`config.mk`:
```
export PLATFORM = sky130hd
export DESIGN_NAME = uart_tx_fifo
export DESIGN_NICKNAME = d
export VERILOG_FILES = /design/src/rtl/uart_tx_fifo.sv
export SDC_FILE = /design/constraint.sdc
export NUM_CORES = 1
export LEC_CHECK = 0
export CAP_MARGIN = 20
export CORE_MARGIN = 10
export CORE_UTILIZATION = 59
export CTS_CLUSTER_SIZE = 12
export DETAILED_ROUTE_END_ITERATION = 8
export HOLD_SLACK_MARGIN = 0.15
export PLACE_DENSITY = 0.79
export SYNTH_ARGS = -nofsm -noshare
export SYNTH_HDL_FRONTEND = slang
export SYNTH_SLANG_ARGS = --single-unit
```
`constraint.sdc`:
```
create_clock -name clk -period 4.15 [get_ports clk]
set_clock_uncertainty 0.1 [all_clocks]
set_input_delay 0.6225 -clock clk [delete_from_list [all_inputs] [get_ports clk]]
set_output_delay 0.6225 -clock clk [all_outputs]
set_load 0.02 [all_outputs]
```
`src/rtl/uart_tx_fifo.sv`:
```
// UART transmitter fed by a first-word-fall-through FIFO; queued characters leave back-to-back.
// Optional parity bit and parity_odd input are enabled by defining UART_TX_PARITY_EN.
module uart_tx_fifo #(
  parameter int DATA_WIDTH = 8,
  parameter int FIFO_DEPTH = 4,
  parameter int CLK_FREQ   = 50_000_000,
  parameter int BAUD_RATE  = 115_200,
  parameter int STOP_BITS  = 1
) (
  input  logic                        clk,
  input  logic                        reset_n,
  input  logic                        ena,
  input  logic [DATA_WIDTH-1:0]       tx_data,
  input  logic                        tx_valid,
  output logic                        tx_ready,
`ifdef UART_TX_PARITY_EN
  input  logic                        parity_odd,
`endif
  output logic                        tx_signal,
  output logic                        tx_busy,
  output logic [$clog2(FIFO_DEPTH):0] fifo_level
);

  localparam int PULSE_WIDTH = CLK_FREQ / BAUD_RATE;
  localparam int CNT_W       = $clog2(STOP_BITS * PULSE_WIDTH) + 1;
  localparam int BIT_W       = $clog2(DATA_WIDTH) + 1;
  localparam int PTR_W       = $clog2(FIFO_DEPTH);
  localparam int LVL_W       = PTR_W + 1;

  localparam logic [CNT_W-1:0] BIT_RELOAD  = CNT_W'(PULSE_WIDTH - 1);
  localparam logic [CNT_W-1:0] STOP_RELOAD = CNT_W'(STOP_BITS * PULSE_WIDTH - 1);
  localparam logic [BIT_W-1:0] LAST_BIT    = BIT_W'(DATA_WIDTH - 1);
  localparam logic [LVL_W-1:0] FULL_LEVEL  = LVL_W'(FIFO_DEPTH);

  typedef enum logic [2:0] {
    IDLE   = 3'd0,
    START  = 3'd1,
    DATA   = 3'd2,
    PARITY = 3'd3,
    STOP   = 3'd4
  } state_t;

  logic [DATA_WIDTH-1:0] mem [FIFO_DEPTH];
  logic [PTR_W-1:0]      wr_ptr;
  logic [PTR_W-1:0]      rd_ptr;
  logic [LVL_W-1:0]      level;
  logic                  fifo_empty;
  logic                  fifo_full;
  logic                  push;
  logic                  pop;
  logic [DATA_WIDTH-1:0] head;

  state_t                state;
  state_t                state_next;
  logic [DATA_WIDTH-1:0] shift;
  logic [DATA_WIDTH-1:0] shift_next;
  logic [CNT_W-1:0]      clk_cnt;
  logic [CNT_W-1:0]      clk_cnt_next;
  logic [BIT_W-1:0]      bit_cnt;
  logic [BIT_W-1:0]      bit_cnt_next;
  logic                  line_next;
  logic                  start_frame;
`ifdef UART_TX_PARITY_EN
  logic                  parity_bit;
  logic                  parity_next;
`endif

  // No bypass path: a full FIFO refuses data even on an edge that also pops.
  assign fifo_empty = (level == '0);
  assign fifo_full  = (level == FULL_LEVEL);
  assign tx_ready   = ena & ~fifo_full;
  assign push       = tx_valid & tx_ready;
  assign head       = mem[rd_ptr];
  assign fifo_level = level;

  always_ff @(posedge clk) begin
    if (ena && push) begin
      mem[wr_ptr] <= tx_data;
    end
  end

  always_ff @(posedge clk) begin
    if (!reset_n) begin
      wr_ptr <= '0;
      rd_ptr <= '0;
      level  <= '0;
    end else if (ena) begin
      if (push) wr_ptr <= wr_ptr + PTR_W'(1);
      if (pop)  rd_ptr <= rd_ptr + PTR_W'(1);
      case ({push, pop})
        2'b10:   level <= level + LVL_W'(1);
        2'b01:   level <= level - LVL_W'(1);
        default: level <= level;
      endcase
    end
  end

  always_comb begin
    state_next   = state;
    shift_next   = shift;
    clk_cnt_next = clk_cnt;
    bit_cnt_next = bit_cnt;
    line_next    = tx_signal;
    start_frame  = 1'b0;
    pop          = 1'b0;
`ifdef UART_TX_PARITY_EN
    parity_next  = parity_bit;
`endif

    case (state)
      IDLE: begin
        line_next = 1'b1;
        if (!fifo_empty) start_frame = 1'b1;
      end
      START: begin
        if (clk_cnt == '0) begin
          line_next    = shift[0];
          shift_next   = shift >> 1;
          clk_cnt_next = BIT_RELOAD;
          bit_cnt_next = '0;
          state_next   = DATA;
        end else begin
          clk_cnt_next = clk_cnt - CNT_W'(1);
        end
      end
      DATA: begin
        if (clk_cnt == '0) begin
          if (bit_cnt == LAST_BIT) begin
`ifdef UART_TX_PARITY_EN
            line_next    = parity_bit;
            clk_cnt_next = BIT_RELOAD;
            state_next   = PARITY;
`else
            line_next    = 1'b1;
            clk_cnt_next = STOP_RELOAD;
            state_next   = STOP;
`endif
          end else begin
            line_next    = shift[0];
            shift_next   = shift >> 1;
            clk_cnt_next = BIT_RELOAD;
            bit_cnt_next = bit_cnt + BIT_W'(1);
          end
        end else begin
          clk_cnt_next = clk_cnt - CNT_W'(1);
        end
      end
`ifdef UART_TX_PARITY_EN
      PARITY: begin
        if (clk_cnt == '0) begin
          line_next    = 1'b1;
          clk_cnt_next = STOP_RELOAD;
          state_next   = STOP;
        end else begin
          clk_cnt_next = clk_cnt - CNT_W'(1);
        end
      end
`endif
      STOP: begin
        if (clk_cnt == '0) begin
          if (!fifo_empty) begin
            start_frame = 1'b1;
          end else begin
            line_next  = 1'b1;
            state_next = IDLE;
          end
        end else begin
          clk_cnt_next = clk_cnt - CNT_W'(1);
        end
      end
      default: begin
        line_next  = 1'b1;
        state_next = IDLE;
      end
    endcase

    // Shared by IDLE and STOP so the next start bit follows the last stop bit with no gap.
    if (start_frame) begin
      pop          = 1'b1;
      shift_next   = head;
      line_next    = 1'b0;
      clk_cnt_next = BIT_RELOAD;
      bit_cnt_next = '0;
      state_next   = START;
`ifdef UART_TX_PARITY_EN
      parity_next  = (^head) ^ parity_odd;
`endif
    end
  end

  always_ff @(posedge clk) begin
    if (!reset_n) begin
      state      <= IDLE;
      shift      <= '0;
      clk_cnt    <= '0;
      bit_cnt    <= '0;
      tx_signal  <= 1'b1;
      tx_busy    <= 1'b0;
`ifdef UART_TX_PARITY_EN
      parity_bit <= 1'b0;
`endif
    end else if (ena) begin
      state      <= state_next;
      shift      <= shift_next;
      clk_cnt    <= clk_cnt_next;
      bit_cnt    <= bit_cnt_next;
      tx_signal  <= line_next;
      tx_busy    <= (state_next != IDLE);
`ifdef UART_TX_PARITY_EN
      parity_bit <= parity_next;
`endif
    end
  end

endmodule

```
==> results by group <==
Place
  – Post-placement cell count: 349
  – Half-perimeter wire length after detailed placement: 4.355 mm
  – Number of port buffers: 17
  – Final GP Congestion: between 0.8 and 0.9

Timing
  – Final period util: 0.8384
  – Slew at the pin closest to its max-slew limit: about 0.8 ns
  – Max-slew violation total from the final report: 0
  – Setup TNS after final layout: 0 ns
  – Maximum clock rate: about 290 MHz
  – Number of failing hold endpoints at the final stage: 0
  – Final setup violation count: 0
  – Setup repair after global routing missed its margin: false
  – Worst slew margin: 0.4648
  – Min cycle time layout: roughly 3.5 ns

Global route
  – Combined global-route utilization of all metal layers: 0.1563
  – First-pass GRT wire length: 10.79 mm
  – Maximum number of pins on one net before global-route repair: between 40 and 50
  – Number of antenna violations at the first check in global routing: 0
  – Via count of the first global-routing pass: approximately 2200
  – Overflow left after global routing: 0

Clock tree
  – Clock sinks: just under 70
  – Setup Buffers After CTS: 0
  – Clock tree root buffer cell: sky130_fd_sc_hd__clkbuf_8
  – Longest Clk Path Bufs: 2
  – Total CTS buffers: 9
  – CTS tree: yes
  – Number of H-tree branching levels: 3
  – Number of hold buffers added after CTS: 0
  – Latest clock arrival within the worst-skew pair: roughly 0.34 ns
  – Resize count post-CTS: 0
  – Clock transition at the registers of the reported paths: approximately 0.070 ns

Synthesis
  – Synthesis-stage register bit count: 68
  – Number of enable flip-flop cells after synthesis: 32
  – Synth area leaders: sky130_fd_sc_hd__edfxtp_1 30%, sky130_fd_sc_hd__dfxtp_1 22%, sky130_fd_sc_hd__mux4_2 5.6%
  – Mean instance size in the synthesized netlist: ~12 µm²
  – Number of nets in the synthesized netlist: 294
  – Count of different cell masters after synthesis: around 60
  – Area share of the largest cell type after synthesis: 0.2980
  – Cells after Synth: between 200 and 300
  – Yosys top cell by area: sky130_fd_sc_hd__edfxtp_1
  – Synthesized area: around 3200 µm²
  – Most used DFF post-synth: sky130_fd_sc_hd__dfxtp_1
  – Sequential fraction of the synthesis area: 0.5215
  – Proportion of register bits with asynchronous set or reset after synthesis: 0
  – Warning count from the yosys run: 0

Hold path
  – Worst min-delay path startpoint: bit_cnt[3]
  – Worst min-delay path class: reg -> reg

Routing
  – Vias after detailed routing: roughly 2200
  – Routed wire length: around 6.4 mm
  – Count of unresolved DRC violations after routing: 0
  – Iteration-0 DRC count of the detailed router: 81
  – Routed wire length per instance: roughly 17 µm
  – Drt via density: 5.995
  – Number of search-and-repair iterations in the first detailed-routing pass: 4
  – Routed Antenna Nets: 0

Run
  – Max-Cap Viols: 0

Power and ir drop
  – Power density over the cells: approximately 780 nW/µm²
  – VDD IR-drop max: roughly 0.00044 V
  – Overall Power: 2.849 mW
  – Static leakage: roughly 1.3 nW

Worst setup path
  – Data arrival time of the worst path: about 2.8 ns
  – Kind of end point of the critical path: primary output
  – Worst flop-to-flop path startpoint: clk_cnt[0]
  – Highest fanout seen on the critical path: 12
  – WS Path Type: in -> out
  – Data required time of the critical path: approximately 3.4 ns
  – Launching instance or port of the critical path: ena
  – Type of origin of the critical path: primary input

Die
  – Starting Density: 0.6195
  – Die boundary height: approximately 94 µm
  – Horizontal extent of the die: 93.93 µm
  – I/O pins: 18
  – Area of the core: around 5200 µm²
  – Row count: 26
  – Die outline area: between 8000 and 9000 µm²

Final layout
  – Post-route core utilization: 0.7029
  – Most common cell after layout, fill and taps aside: sky130_fd_sc_hd__dfxtp_1
  – Area of the multi-input gates: 1428 µm²
  – Count of placed standard cells in the final layout, fillers left out: 365
  – Fraction of final layout cells with drive strength greater than 1: 0.1458
  – Layout area overhead: 13.47%
  – Fillcell total: roughly 380
  – Number of antenna cells inserted: 0
  – Number of nets in the finished design: a little over 300
  – Most used cells in the layout excluding fill and tap cells: 36 x sky130_fd_sc_hd__dfxtp_1, 32 x sky130_fd_sc_hd__edfxtp_1, 19 x sky130_fd_sc_hd__a21oi_1, 17 x sky130_fd_sc_hd__clkdlybuf4s50_1, 16 x sky130_fd_sc_hd__nand2_1
  – Area taken by flip-flops and latches: between 1500 and 2000 µm²

Outcome
  – Status: complete, no violations
-- metrics by stage --
| step | instance area [µm²] | hold slack, ns | setup slack (ns) |
|---|---|---|---|
| floorplan | 3224 | 0.3353 | 1.229 |
| global placement | 3436 | 0.3460 | 0.8422 |
| detailed placement | 3436 | 0.3612 | 0.6553 |
| CTS | 3659 | 0.3718 | 0.6961 |
| global route | 3659 | 0.3922 | 0.5624 |
| finish | 3659 | 0.3721 | 0.6707 |
-- routing by layer --
layer	wire (µm)	up-vias	GRT usage
met3	257	15	0.05356
met5	0	-	0
li1	-	1069	-
met4	144	0	0.06076
met2	3185	50	0.2575
met1	2800	1054	0.1831
-- synth_stat cells, drive strengths merged (5+ instances only) --
cell type	n
buf	7
inv	11
ha	7
and2	8
a21oi	20
mux2i	9
and3	5
clkbuf	7
nor2	7
nor3	7
xnor2	7
nand3	9
a21boi	6
edfxtp	32
nand2	18
dfxtp	36
o21ai	7
o31ai	9
mux4	8
-- critical path: stages --
cell and delay [ns]:
sky130_fd_sc_hd__clkdlybuf4s50_1 0.46, sky130_fd_sc_hd__buf_4 0.18, sky130_fd_sc_hd__clkinv_1 0.31, sky130_fd_sc_hd__a31oi_1 0.48, sky130_fd_sc_hd__clkdlybuf4s50_1 0.70
-- path summary, 6_finish.rpt --
check / endpoint / slack [ns] / cells after the start
setup / recovery: tx_ready / 0.67 / 5
hold / removal: bit_cnt[3] / 0.37 / 2
setup reg to reg: fifo_level[2] / 0.88 / 13
hold reg to reg: bit_cnt[3] / 0.37 / 2
-- sequential cells by signal (all words and copies together), names as in the netlist, named ones only --
signal and cells:
tx_signal 1, rd_ptr 2, fifo_level 3, wr_ptr 2
shift 8, mem 32, state 3, bit_cnt 4
tx_busy 1, clk_cnt 10
-- where the power goes --
group	internal, mW	total [mW]	switching (mW)
combinational	0.542	1.28	0.737
sequential	0.829	0.966	0.138
clock	0.341	0.604	0.263
-- area by class of cell --
cell class                      count  area share
Clock buffer                        9     0.03386
Sequential cell                    68      0.4596
Clock inverter                      7     0.02702
Tap cell                           70     0.02394
Timing Repair Buffer               19     0.05062
Multi-Input combinational cell    179      0.3902
Inverter                           13     0.01471
-- cells by family after synthesis --
| family | share of synthesized area |
|---|---|
| adder cells (fa/ha/maj) | 0.03337 |
| AND/OR/NAND/NOR | 0.1451 |
| multiplexers | 0.08382 |
| buffers and inverters | 0.03570 |
| AO/OA/AOI/OAI | 0.1587 |
| flip-flops | 0.5215 |
| XOR/XNOR | 0.02173 |
(Power assumes the default switching activity.)
